## src/rtl/i2c_write_arbiter.sv

```systemverilog
// i2c_write_arbiter: round-robin sharing of one i2c_master write engine
// between N_REQ clients, with an SCL bit-rate tick divider whose output is
// forwarded to the master only while a granted transfer is running.
// Optional macro I2C_ARB_TIMEOUT_EN adds a per-transfer watchdog that counts
// forwarded ticks and aborts (ack + err + master reset pulse) on expiry.
//
// Handshake: a client raises req[i] and holds it; gnt[i] goes high for the
// whole transfer and ack[i] pulses for exactly one cycle when it finishes
// (err qualifies that pulse). Client addr/data are captured at grant.
module i2c_write_arbiter #(
    parameter int N_REQ         = 4,
    parameter int CLK_DIV       = 250,
    parameter int TIMEOUT_TICKS = 128
) (
    input  logic               clk,
    input  logic               rst,
    input  logic [N_REQ-1:0]   req,
    input  logic [7*N_REQ-1:0] req_addr,
    input  logic [8*N_REQ-1:0] req_data,
    output logic [N_REQ-1:0]   gnt,
    output logic [N_REQ-1:0]   ack,
    output logic               err,
    output logic [6:0]         m_addr,
    output logic [7:0]         m_din,
    output logic               m_scl_tick,
    input  logic               m_done,
    output logic               m_rst
);

    localparam int IW = $clog2(N_REQ);
    localparam int DW = $clog2(CLK_DIV);

`ifdef I2C_ARB_TIMEOUT_EN
    localparam int WW = $clog2(TIMEOUT_TICKS + 1);
    typedef enum logic [1:0] {S_IDLE, S_RUN, S_DONE, S_ABORT} state_t;
`else
    typedef enum logic [1:0] {S_IDLE, S_RUN, S_DONE} state_t;
`endif

    state_t           state_q, state_d;
    logic [DW-1:0]    div_q, div_d;
    logic             tick;
    logic [IW-1:0]    rr_q, rr_d;
    logic [IW-1:0]    win_q, win_d;
    logic [N_REQ-1:0] gnt_q, gnt_d;
    logic             armed_q, armed_d;
    logic [6:0]       addr_q, addr_d;
    logic [7:0]       din_q, din_d;
    logic             fwd_q, fwd_d;
    logic             found;
    logic [IW-1:0]    pick;
    logic [IW-1:0]    next_ptr;
    logic             finishing;
`ifdef I2C_ARB_TIMEOUT_EN
    logic [WW-1:0]    wdog_q, wdog_d;
`endif

    // Free-running SCL bit-rate divider; tick marks its terminal count.
    always_comb begin
        tick  = (div_q == DW'(CLK_DIV - 1));
        div_d = tick ? '0 : div_q + 1'b1;
    end

    // Round-robin search: first requesting index at or after rr_q, wrapping.
    always_comb begin
        int idx;
        idx   = 0;
        found = 1'b0;
        pick  = '0;
        for (int i = 0; i < N_REQ; i++) begin
            idx = int'(rr_q) + i;
            if (idx >= N_REQ) idx = idx - N_REQ;
            if (!found && req[idx]) begin
                found = 1'b1;
                pick  = IW'(idx);
            end
        end
    end

    // Pointer after the current winner, wrapping at N_REQ.
    always_comb begin
        next_ptr = (win_q == IW'(N_REQ - 1)) ? '0 : win_q + 1'b1;
    end

    // Next-state and datapath updates for the grant FSM.
    always_comb begin
        state_d   = state_q;
        gnt_d     = gnt_q;
        win_d     = win_q;
        armed_d   = armed_q;
        addr_d    = addr_q;
        din_d     = din_q;
        rr_d      = rr_q;
        finishing = 1'b0;
`ifdef I2C_ARB_TIMEOUT_EN
        wdog_d    = wdog_q;
`endif
        case (state_q)
            S_IDLE: begin
                if (found) begin
                    win_d   = pick;
                    addr_d  = req_addr[7*int'(pick) +: 7];
                    din_d   = req_data[8*int'(pick) +: 8];
                    gnt_d   = N_REQ'(1) << pick;
                    armed_d = 1'b0;
`ifdef I2C_ARB_TIMEOUT_EN
                    wdog_d  = '0;
`endif
                    state_d = S_RUN;
                end
            end
            S_RUN: begin
                // A done seen before the master has dropped it is stale.
                if (!m_done) armed_d = 1'b1;
`ifdef I2C_ARB_TIMEOUT_EN
                if (fwd_q) wdog_d = wdog_q + 1'b1;
`endif
                if (armed_q && m_done) begin
                    state_d = S_DONE;
`ifdef I2C_ARB_TIMEOUT_EN
                end else if (wdog_q == WW'(TIMEOUT_TICKS)) begin
                    state_d = S_ABORT;
`endif
                end
            end
            S_DONE: begin
                finishing = 1'b1;
            end
`ifdef I2C_ARB_TIMEOUT_EN
            S_ABORT: begin
                finishing = 1'b1;
            end
`endif
            default: state_d = S_IDLE;
        endcase
        if (finishing) begin
            gnt_d   = '0;
            rr_d    = next_ptr;
            state_d = S_IDLE;
        end
        // Forward a tick only into cycles that will be spent in RUN.
        fwd_d = tick && (state_d == S_RUN);
    end

    // State and datapath registers with synchronous active-low reset.
    always_ff @(posedge clk) begin
        if (!rst) begin
            state_q <= S_IDLE;
            div_q   <= '0;
            rr_q    <= '0;
            win_q   <= '0;
            gnt_q   <= '0;
            armed_q <= 1'b0;
            addr_q  <= '0;
            din_q   <= '0;
            fwd_q   <= 1'b0;
`ifdef I2C_ARB_TIMEOUT_EN
            wdog_q  <= '0;
`endif
        end else begin
            state_q <= state_d;
            div_q   <= div_d;
            rr_q    <= rr_d;
            win_q   <= win_d;
            gnt_q   <= gnt_d;
            armed_q <= armed_d;
            addr_q  <= addr_d;
            din_q   <= din_d;
            fwd_q   <= fwd_d;
`ifdef I2C_ARB_TIMEOUT_EN
            wdog_q  <= wdog_d;
`endif
        end
    end

    // Outputs: ack/err are decoded from the one-cycle completion states.
    always_comb begin
        gnt        = gnt_q;
        m_addr     = addr_q;
        m_din      = din_q;
        m_scl_tick = fwd_q;
        ack        = '0;
        err        = 1'b0;
        m_rst      = !rst;
        if (state_q == S_DONE) ack = gnt_q;
`ifdef I2C_ARB_TIMEOUT_EN
        if (state_q == S_ABORT) begin
            ack   = gnt_q;
            err   = 1'b1;
            m_rst = 1'b1;
        end
`endif
    end

endmodule

```

## config.mk

```make
export PLATFORM = sky130hd
export DESIGN_NAME = i2c_write_arbiter
export DESIGN_NICKNAME = d
export VERILOG_FILES = /design/src/rtl/i2c_write_arbiter.sv
export SDC_FILE = /design/constraint.sdc
export NUM_CORES = 1
export LEC_CHECK = 0
export ABC_AREA = 1
export BUFFER_PORTS_ARGS = -buffer_cell sky130_fd_sc_hd__buf_2
export CAP_MARGIN = 20
export CORE_MARGIN = 4
export CORE_UTILIZATION = 30
export DETAILED_ROUTE_END_ITERATION = 10
export PLACE_DENSITY_LB_ADDON = 0.2
export SETUP_SLACK_MARGIN = 0.3
export SYNTH_ARGS = -nofsm -noshare
export SYNTH_HDL_FRONTEND = slang
export SYNTH_SLANG_ARGS = --single-unit
```

## constraint.sdc

```tcl
create_clock -name clk -period 1.6 [get_ports clk]
set_input_delay 0.24 -clock clk [delete_from_list [all_inputs] [get_ports clk]]
set_output_delay 0.24 -clock clk [all_outputs]
set_load 0.02 [all_outputs]
```

# Word level (Yosys, flattened, before mapping)
# Index checks and enable logic that the tools add are counted.
[totals]
in_bits = 67
ff_bits = 35
wordCells = 87
[classes]
n_mux = 34
shifts = 3
add_sub_neg = 9
bitwise = 1
n_reduce_logical = 15
eq_ne = 7
n_mul = 1
order_cmp = 8
[op_table]
columns = ["operator", "count"]
rows = [
  ["$lt A32 B4 Y1 const B", 4],
  ["$mux W32", 4],
  ["$shiftx A32 B6 Y8", 1],
  ["$shiftx A28 B6 Y7", 1],
  ["$mux W2", 8],
  ["$mux W1", 15],
  ["$sub A3 B3 Y4 const B", 3],
  ["$ge A3 B3 Y1 const B", 3],
  ["$add A8 B1 Y8 const B", 1],
  ["$bmux W1 S2", 4],
  ["$eq A8 B8 Y1 const B", 1],
  ["$add A2 B2 Y3 const B", 2],
  ["$pmux W2 S3", 1],
  ["$logic_and A1 B1 Y1", 5],
  ["$mul A3 B2 Y5 const A", 1],
  ["$eq A2 B1 Y1 const B", 2],
  ["$eq A2 B2 Y1 const B", 2],
  ["$logic_not A1 Y1", 4],
  ["$mux W4", 1],
  ["$ne A2 B2 Y1 const B", 2],
  ["$reduce_or A2 Y1", 2],
  ["$shl A1 B2 Y4 const A", 1],
  ["$sub A2 B3 Y4 const B", 1],
  ["$add A2 B1 Y3 const B", 1],
  ["other kinds (8)", 8],
]

# Logic depth before layout (Yosys ltp)
[logic_depth]
ltp_word = 20
ltp_mapped = 16

# Worst setup path after synthesis
# No wires, ideal clock.
[synth_timing]
path_kind = "reg2reg"
start = "register rr_q[0]"
end = "register addr_q[6] (netlist: m_addr[6])"
stages_incl_launch_ff = 13
arrival_ns = 1.569
n_path_buf = 3
setup_slack_ns = -0.084
setup_time_ns = 0.115
cell_sequence = "dfxtp_1 -> buf_4 -> nand2_1 -> nand3_1 -> nand2_1 -> nor2_2 -> nand3_2 -> nand2_2 -> inv_2 -> buf_6 -> buf_6 -> o21ai_1 -> nor2_1"
[synth_between]
elab_chain_cells = 17
word_cells_on_any_way = 44
[synth_rtl]
columns = ["element", "line_no", "source"]
rows = [
  ["from (decl)", "43", "logic [IW-1:0] rr_q, rr_d;"],
  ["from (signal assigned)", "163", "rr_q <= rr_d;"],
  ["parallel branches: the longest is 17 deep, another holds $sub A3 B3 Y4", "-", ""],
  ["to (signal assigned)", "167", "addr_q <= addr_d;"],
  ["to (decl)", "47", "logic [6:0] addr_q, addr_d;"],
]
# Several ways; the timed one is not identified. The select of a mux whose other input is x is not followed.
# A chain may end at the register's enable or synchronous reset.

# Worst setup path after layout
[layout_timing]
start = "register rr_q[0]"
end = "register addr_q[1] (netlist: m_addr[1])"
# The elaborated chain is that of the path after synthesis.

==> flow_summary.toml <==
[outcome]
outcome = "finished, violations left"
failed_checks = "negative setup slack"

[cts]
clk_pin_slew_worst_paths_ns = 0.07
cts_tree = "yes"
clockBufferDepth = 2
h-tree-depth = 2
worstSkewPairLatency_ns = 0.28
numCtsBuffers = 5
clockRootBuffer = "clkbuf_8"
cts_sinks = 35

[drt]
drtAntennaViolNets = 0
drtPass1Iterations = 4
dr.first_iter.drc_count = 98
viasPerCell = 4.58
drc = 0
vias = 2664
wire_per_inst_um = 12.6
wirelength_um = 7320

[grt]
grt_pass1_wl_um = 11800
antenna_found_initial = 0
grt_max_degree = 13
grtUsageTotal_pct = 16.5
grt_pass1_vias = 2621
grt-ovfl-total = 0

[power]
netSwitchingFraction_pct = 32.2
p_int_w = 0.00189
clockPowerShare_pct = 29.8
combPwrFrac_pct = 34.2
p_leak_nw = 1.84
p_total_w = 0.00278
p_switching_w = 0.000894
power_density_nw_per_um2 = 765
ir_worst_vdd_mv = 0.429
seq_power_share_pct = 36.0

[floorplan]
start_util_pct = 31.6
ioPinCount = 93
die_h_um = 93.6
core_um2 = 6940
die-area_um2 = 8750
die_width_um = 93.6
num_rows = 30

[sta]
drv_slew = 0
rsz0062_at_grt = "yes"
max_freq_ghz = 0.546
setup_viol = 24
setup_ws_ns = -0.232
finClkSkew_ns = 0.00257
hold_viol = 0
fin_crit_sh_pct = 114
fin_crit_ns = 1.83

[finish]
final_cell_mix = "91 x nand2_1, 87 x buf_2, 44 x nor2_1, 36 x nand3_1, 29 x dfxtp_1"
stdcell_area_um2 = 3630
synthToLayoutAreaGrowth_pct = 65.5
utilization_pct = 52.3
drive_gt1_share_pct = 45.5
nets = 555
antenna_cells = 0
final_common_cell = "nand2_1"

[placed_design]
gp_congestion = 0.781
dp_hpwl_um = 5040
dpl_cell_area_um2 = 2930
io_buffers = 91

[synth]
yosysWarnings = 0
syn_nets = 426
ys_types = 31
synthesis.area_um2 = 2200
synth_cells = 356
ys_seq_area_share_pct = 31.9
ys_ff_latch = 35
syn_avg_cell_area_um2 = 6.17

[setup_path]
cp_cell_sequence = "clkinvlp_4, nand2_1, nand2_2, nand2_2, nand2_2, nor2_4, nand3_4, buf_6, nand3_4, clkbuf_16, nand2_1, nand2_1, nand2_1, nand3_1, nand2_1, inv_1"
cp_max_fo = 6
crit_family = "simple AND/OR/NAND/NOR gates"
slowest_stage = "dfxtp_4"
critPathBufInv = 4
max_stage_delay_ns = 0.41
critPathArrivalTime_ns = 2.07
crit_type = "reg2reg"
crit_top_cell = "nand2_1"
end_kind = "flop"
start_kind = "flop"
worst-endpoint-required_ns = 1.84

[run]
max_cap_violations = 0

[worst_hold_path]
hp-class = "in2reg"
-- registers in the layout, summed over array words and instances (netlist names) --
signal      cells
armed_q         1
rr_q            2
m_scl_tick      1
m_addr          7
gnt             4
state_q         2
win_q           2
m_din           8
div_q           8
-- cell families after synthesis --
kind of cell	synth area share [%]
compound gates	6.44
xor+xnor	1.20
fa+ha+maj	1.71
buf+inv	10.9
flops	31.9
other cells	0.171
simple gates	47.7
-- power groups by stage --
| stage | Clock (W) | Sequential [W] | Combinational (W) |
|---|---|---|---|
| 2_1_floorplan | 0 | 0.00108 | 0.000405 |
| 3_3_place_gp | 0 | 0.00102 | 0.000753 |
| 3_5_place_dp | 0 | 0.00101 | 0.000757 |
| 4_1_cts | 0.000847 | 0.00100 | 0.000912 |
| 5_1_grt | 0.000890 | 0.00101 | 0.00105 |
| 6_report | 0.000828 | 0.00100 | 0.000952 |
-- metal layers --
| metal | wire length (um) | GRT usage [%] | part of all wire [%] | vias to the layer above |
|---|---|---|---|---|
| li1 | - | - | - | 1404 |
| met1 | 3100 | 20.3 | 42 | 1187 |
| met2 | 3720 | 28.8 | 51 | 61 |
| met3 | 351 | 3.62 | 4.8 | 12 |
| met4 | 146 | 4.69 | 2.0 | 0 |
| met5 | 0 | 0 | 0 | - |
-- timing repair --
| item | CTS | global route |
|---|---|---|
| resized for setup | 87 | 40 |
| buffers inserted | 12 | 1 |
| cloned | 5 | 1 |
| hold buffers | 0 | 0 |
| pin swaps | 21 | 8 |
| endpoints found under the setup margin | 28 | 30 |
-- synthesized netlist by cell type (all sizes together) --
cell    number  share of area, %
nand2      114                20
nor2        59                11
nand3       47                12
dfxtp       35                32
inv         30               5.1
o21ai       16               3.6
buf         14               5.2
nand4       14               4.0
a21oi        8               1.8
clkbuf       3              0.51
ha           3               1.7
or2          3              0.85
a31oi        2              0.57
xor2         2              0.80
and2         1              0.29
conb         1              0.17
nor3         1              0.23
nor3b        1              0.34
o41ai        1              0.40
xnor2        1              0.40
-- layout make-up --
type | count | area, um2
inverters | 30 | 130
clock buffers | 6 | 82.6
multi-input cells | 276 | 1550
flip-flops and latches | 35 | 713
clock inverters | 2 | 35.0
well taps | 96 | 120
repair buffers | 136 | 993
repair inverters | 1 | 7.51
fillers | 724 | 3310
-- final timing paths --
| check | startpoint | endpoint | slack [ns] | depth (start not counted) |
|---|---|---|---|---|
| worst min register to register | div_q[0] | div_q[0] | 0.44 | 1 |
| worst max-delay path | rr_q[0] | m_addr[1] | -0.23 | 16 |
| worst max register to register | rr_q[0] | m_addr[1] | -0.23 | 16 |
| worst min-delay path | m_done | state_q[1] | 0.22 | 3 |
-- tightest hold or removal path, delay by kind of cell --
kind,cells,cell delay (ns)
and+or+nand+nor,2,0.13
buffers and inverters,1,0.10
-- through the flow --
step	cells	setup WS (ns)	TNS, ns	hold slack, ns
CTS	580	-0.193	-3.37	0.215
detailed placement	555	-0.275	-4.68	0.456
global placement	555	-0.239	-4.11	0.449
global route	582	-0.368	-7.43	0.225
finish	582	-0.232	-4.24	0.219
floorplan	356	-0.0227	-0.151	0.382
Note: power is estimated with default switching activity, not from simulation.
